===== config.mk =====
export PLATFORM = sky130hd
export DESIGN_NAME = gps_sample_packer
export DESIGN_NICKNAME = d
export VERILOG_FILES = /design/src/rtl/gps_sample_packer.sv
export SDC_FILE = /design/constraint.sdc
export NUM_CORES = 1
export LEC_CHECK = 0
export CAP_MARGIN = 15
export CORE_MARGIN = 2
export CORE_UTILIZATION = 43
export CTS_CLUSTER_DIAMETER = 60
export CTS_CLUSTER_SIZE = 8
export DETAILED_ROUTE_END_ITERATION = 10
export SETUP_SLACK_MARGIN = 0.15
export SLEW_MARGIN = 15
export SYNTH_ARGS = -nofsm -noshare
export SYNTH_HDL_FRONTEND = slang
export SYNTH_SLANG_ARGS = --single-unit

===== constraint.sdc =====
create_clock -name hb_clk -period 5.6 [get_ports hb_clk]
set_input_delay 1.12 -clock hb_clk [delete_from_list [all_inputs] [get_ports hb_clk]]
set_output_delay 1.12 -clock hb_clk [all_outputs]
set_load 0.1 [all_outputs]

===== src/rtl/gps_sample_packer.sv =====
// Packs 1-bit or 2-bit GPS front-end samples into 16-bit words (oldest sample in the MSBs)
// and queues them in a first-word-fall-through FIFO drained by the host bridge.
module gps_sample_packer #(
  parameter int DEPTH_LOG2 = 4
) (
  input  logic                  hb_clk,
  input  logic                  ha_rst,
  input  logic                  sample_stb,
  input  logic [1:0]            sample,
  input  logic                  mode,
  input  logic                  gps_rd,
  output logic [15:0]           gps_dout,
  output logic [DEPTH_LOG2:0]   count,
  output logic                  ovfl,
  output logic                  udfl
);

  localparam int DEPTH = 1 << DEPTH_LOG2;
  localparam logic [DEPTH_LOG2:0] FULL_CNT = (DEPTH_LOG2 + 1)'(DEPTH);

  logic [1:0]            rst_q;
  logic                  hold;
  logic [15:0]           sr, sr_n;
  logic [3:0]            bc;
  logic                  wmode, eff_mode, last;
  logic                  stb, rd, push, push_ok, pop_ok, empty, full;
  logic [DEPTH_LOG2:0]   wptr, rptr, wptr_n, rptr_n, count_n;
  logic [15:0]           dout_n;
  logic [15:0]           mem [DEPTH];

  // Release is synchronised; hold drops once the first stage has cleared, so the
  // second edge after ha_rst falls is the first one that acts on inputs.
  always_ff @(posedge hb_clk or posedge ha_rst) begin
    if (ha_rst) rst_q <= 2'b11;
    else        rst_q <= {rst_q[0], 1'b0};
  end
  assign hold = rst_q[0] & rst_q[1];

  always_comb begin
    stb      = sample_stb & ~hold;
    rd       = gps_rd & ~hold;
    eff_mode = (bc == 4'd0) ? mode : wmode;
    sr_n     = eff_mode ? {sr[13:0], sample} : {sr[14:0], sample[1]};
    last     = eff_mode ? (bc == 4'd7) : (bc == 4'd15);
    push     = stb & last;
    empty    = (count == '0);
    full     = (count == FULL_CNT);
    pop_ok   = rd & ~empty;
    push_ok  = push & (~full | pop_ok);
    wptr_n   = wptr + {{DEPTH_LOG2{1'b0}}, push_ok};
    rptr_n   = rptr + {{DEPTH_LOG2{1'b0}}, pop_ok};
    count_n  = wptr_n - rptr_n;
    // The new head may be the word being written this very cycle.
    if (count_n == '0)
      dout_n = 16'h0000;
    else if (push_ok && (rptr_n == wptr))
      dout_n = sr_n;
    else
      dout_n = mem[rptr_n[DEPTH_LOG2-1:0]];
  end

  assign count = wptr - rptr;

  always_ff @(posedge hb_clk or posedge ha_rst) begin
    if (ha_rst) begin
      sr       <= '0;
      bc       <= '0;
      wmode    <= 1'b0;
      wptr     <= '0;
      rptr     <= '0;
      gps_dout <= '0;
      ovfl     <= 1'b0;
      udfl     <= 1'b0;
    end else begin
      if (stb) begin
        sr <= sr_n;
        bc <= last ? 4'd0 : bc + 4'd1;
        if (bc == 4'd0) wmode <= mode;
      end
      wptr     <= wptr_n;
      rptr     <= rptr_n;
      gps_dout <= dout_n;
      if (push && !push_ok) ovfl <= 1'b1;
      if (rd && empty)      udfl <= 1'b1;
    end
  end

  always_ff @(posedge hb_clk) begin
    if (push_ok) mem[wptr[DEPTH_LOG2-1:0]] <= sr_n;
  end

endmodule


==> flow_summary.yaml <==
worst_setup_path:
  arrival_ps: 5280
  r2r.worst_path.cells: 20
  critical_path_class: "reg -> reg"
  critical_path.startpoint_type: "register"
  path_max_fanout: 17
  rr_startpoint: "wptr[0]"
  setup.worst_path.end_class: "register"
  r2r-end: "gps_dout[3]"
  cp.required_ps: 5990
  reg2reg_setup_slack_ps: 720
clock_tree:
  cts_buffers: 44
  cts_root_buf: "sky130_fd_sc_hd__clkbuf_16"
  cts.repair.resized: 0
  cts_tree: "done"
  cts_htree_levels: 2
  clock_path_buffers: 3
  worst_setup_hold_path_clk_slew_ps: 50
  quantity_of_hold_fixing_buffers_added_after_cts: 0
  clk-insertion-delay-late_ps: 530
  post_cts_buffers: 0
  tritoncts_num_sinks: 306
layout:
  layout.core_utilization: 0.515
  regArea_mm2: 0.00894
  flow.area_growth_from_synthesis_pct: 17.7
  drive_gt1_frac: 0.242
  fillCellCount: 2339
  antenna-diode-count: 0
  multi_input_comb_area_mm2: 0.00347
  post-route-cell-area_mm2: 0.0148
  finalNetCount: 812
logic_synthesis:
  yosys.cell_types.count: 45
  synth_cells: 721
  synthDominantCellAreaShare: 0.613
  ys_top_cells_by_area: "sky130_fd_sc_hd__edfxtp_1 (61%), sky130_fd_sc_hd__mux4_2 (11%), sky130_fd_sc_hd__dfrtp_1 (9.6%)"
  synthesis.yosys.warnings: 0
  ys_ff_latch: 306
  mappedNetlistNets: 743
  synth-async-reset-ratio: 0.163
  syn_area_mm2: 0.0126
  synth-main-ff-cell: "sky130_fd_sc_hd__edfxtp_1"
  yosys.area.top_type: "sky130_fd_sc_hd__edfxtp_1"
  synth-edff-count: 256
  post-synth-top-count-cell: "sky130_fd_sc_hd__edfxtp_1"
  synth.yosys.seq_area_share: 0.712
  post_synth_most_frequent_cells: "sky130_fd_sc_hd__edfxtp_1 (256), sky130_fd_sc_hd__nand2_1 (120), sky130_fd_sc_hd__mux4_2 (64)"
  synth_area_per_cell_um2: 17.4
pwr:
  irDropWorstVdd_mv: 0.529
  powerDensity_mw_per_mm2: 642
  sequentialPowerShare: 0.330
  power.net_switching_w: 0.00363
  p_comb_frac: 0.415
  leakage_nw: 5.36
  clock_network_fraction_of_total_power: 0.255
  switching_share: 0.383
  cell_internal_pwr_w: 0.00585
grt:
  antenna_found_initial: 0
  via_count_of_the_first_global_routing_pass: 6948
  grt_pass1_wl_um: 42400
  grtUsageTotal: 0.188
  grt_max_degree: 67
  grt.overflow.total: 0
die:
  core_region_area_mm2: 0.0287
  io-pin-count: 30
  placement_rows: 62
  height_of_the_chip_um: 175
  chipWidth_um: 175
  start_util: 0.437
  dieArea_mm2: 0.0306
sta:
  setup_violations: 0
  final_max_slew_viol_count: 0
  finalSetupTns_ps: 0
  maxSlewHeadroom: 0.337
  min_period_over_period: 0.872
  worst_clock_skew_ps: 15.2
  finalHoldViolCount: 0
  period_minus_slack_ps: 4880
  timing.hold.ws_ps: 376
  worst-slew-pin-transition_ps: 991
  grt_setup_unrepaired: "no"
  max_freq_ghz: 0.205
worst_hold_path:
  min_from: "rst_q[0]"
  timing.hold.worst_path_depth: 0
  whs_endpoint: "rst_q[1]"
  min_path_type: "reg -> reg"
drt:
  drt-initial-drc-count: 533
  detail_route.first_pass.iterations: 5
  avgViaCountPerCell: 5.47
  wl_um: 27700
  antenna_violating_nets_post_route: 0
  route.detailed.drc: 0
  avgRoutedWirePerCell_um: 23.0
  via_total_after_detailed_routing: 6606
placement:
  port_buffers: 29
  hpwl_um: 15600
  gp_congestion: 0.784
  dpl_cell_area_mm2: 0.0135
job:
  number_of_max_cap_violations: 0
status:
  status: "complete, no violations"
## cell usage in the layout, fill, tap and decap left out, types with 3 or more instances in the layout
master,netlist,routed
sky130_fd_sc_hd__edfxtp_1,256,256
sky130_fd_sc_hd__nand2_1,120,120
sky130_fd_sc_hd__mux4_2,64,64
sky130_fd_sc_hd__dfrtp_1,48,48
sky130_fd_sc_hd__clkbuf_16,0,45
sky130_fd_sc_hd__clkbuf_1,16,33
sky130_fd_sc_hd__clkdlybuf4s50_1,0,29
sky130_fd_sc_hd__buf_4,3,27
sky130_fd_sc_hd__and3_1,17,17
sky130_fd_sc_hd__mux2i_1,18,17
sky130_fd_sc_hd__a31oi_1,16,16
sky130_fd_sc_hd__mux2_2,15,15
sky130_fd_sc_hd__inv_1,14,13
sky130_fd_sc_hd__ha_1,14,12
sky130_fd_sc_hd__nor2_1,10,10
sky130_fd_sc_hd__nor2_2,10,10
sky130_fd_sc_hd__nor3_2,0,9
sky130_fd_sc_hd__xnor2_1,8,8
sky130_fd_sc_hd__xor2_1,7,6
sky130_fd_sc_hd__nand3_1,6,6
sky130_fd_sc_hd__nand2b_1,6,6
sky130_fd_sc_hd__nor4_2,0,6
sky130_fd_sc_hd__o21ai_0,5,5
sky130_fd_sc_hd__inv_2,4,5
sky130_fd_sc_hd__and2_1,3,3
sky130_fd_sc_hd__a21oi_1,3,3
sky130_fd_sc_hd__xor2_2,2,3
sky130_fd_sc_hd__a21o_1,3,3
## stage by stage
step | total power (W) | setup slack, ps | instances
3_5_place_dp | 0.00715 | 752 | 1128
4_1_cts | 0.00959 | 722 | 1208
2_1_floorplan | 0.00611 | 173 | 721
3_3_place_gp | 0.00707 | 940 | 1128
5_1_grt | 0.00995 | 383 | 1208
6_report | 0.00948 | 715 | 1208
## registers in the layout, summed over array words and instances, names as in the netlist
name	cells
wptr	5
gps_dout	16
sr	15
ovfl	1
rst_q	2
mem	256
rptr	5
bc	4
wmode	1
udfl	1
## metal layers
metal / track usage / up-vias / share of wire
met3: 0.0331 / 46 / 0.050
li1: - / 2898 / -
met1: 0.258 / 3487 / 0.43
met5: 0 / - / 0
met2: 0.315 / 175 / 0.50
met4: 0.0486 / 0 / 0.019
## worst max-delay path by stage
stage,startpoint,endpoint,cells after the start
floorplan,wptr[0],gps_dout[10],23
global placement,wptr[0],gps_dout[2],20
detailed placement,wptr[0],gps_dout[2],20
CTS,wptr[0],gps_dout[3],20
global route,wptr[0],gps_dout[4],20
finish,wptr[0],gps_dout[3],20
## layout make-up
class                           count  area share
Clock inverter                      2     0.00195
Clock buffer                       78      0.0846
Tap cell                          384      0.0325
Multi-Input combinational cell    362       0.235
Timing Repair Buffer               58      0.0361
Sequential cell                   306       0.605
Inverter                           18     0.00457
## power by group through the flow
| stage | Clock (W) | Combinational, W | Sequential [W] |
|---|---|---|---|
| floorplan | 0 | 0.00253 | 0.00358 |
| global placement | 0 | 0.00390 | 0.00317 |
| detailed placement | 0 | 0.00398 | 0.00317 |
| CTS | 0.00247 | 0.00399 | 0.00313 |
| global route | 0.00257 | 0.00423 | 0.00315 |
| finish | 0.00242 | 0.00393 | 0.00313 |
## worst max-delay path: stages (launching register included)
cell and delay [ps]:
sky130_fd_sc_hd__dfrtp_1 550, sky130_fd_sc_hd__inv_1 110, sky130_fd_sc_hd__ha_1 220, sky130_fd_sc_hd__inv_1 70, sky130_fd_sc_hd__fa_1 450, sky130_fd_sc_hd__nor4_1 310
sky130_fd_sc_hd__mux2i_1 210, sky130_fd_sc_hd__nor3_1 250, sky130_fd_sc_hd__nand2b_1 140, sky130_fd_sc_hd__buf_4 270, sky130_fd_sc_hd__inv_2 50, sky130_fd_sc_hd__ha_1 200
sky130_fd_sc_hd__ha_1 300, sky130_fd_sc_hd__ha_1 310, sky130_fd_sc_hd__nor2b_1 130, sky130_fd_sc_hd__o21ai_0 170, sky130_fd_sc_hd__nand2b_1 90, sky130_fd_sc_hd__or3_4 380
sky130_fd_sc_hd__a21oi_4 140, sky130_fd_sc_hd__buf_4 300, sky130_fd_sc_hd__nor2_1 90
## kinds of logic (layout without fill, tap and decap cells)
group / after synthesis / after routing / synth area share
xor gates and xnor gates: 20 / 20 / 0.0188
DFF: 306 / 306 / 0.712
muxes: 98 / 98 / 0.144
AOI/OAI and AO/OA: 29 / 29 / 0.0163
other: 1 / 1 / 0.000299
adders and majority gates: 15 / 15 / 0.0156
buffers and inverters: 53 / 156 / 0.0201
and+or+nand+nor: 199 / 199 / 0.0729
Note: power is estimated with default switching activity, not from simulation.
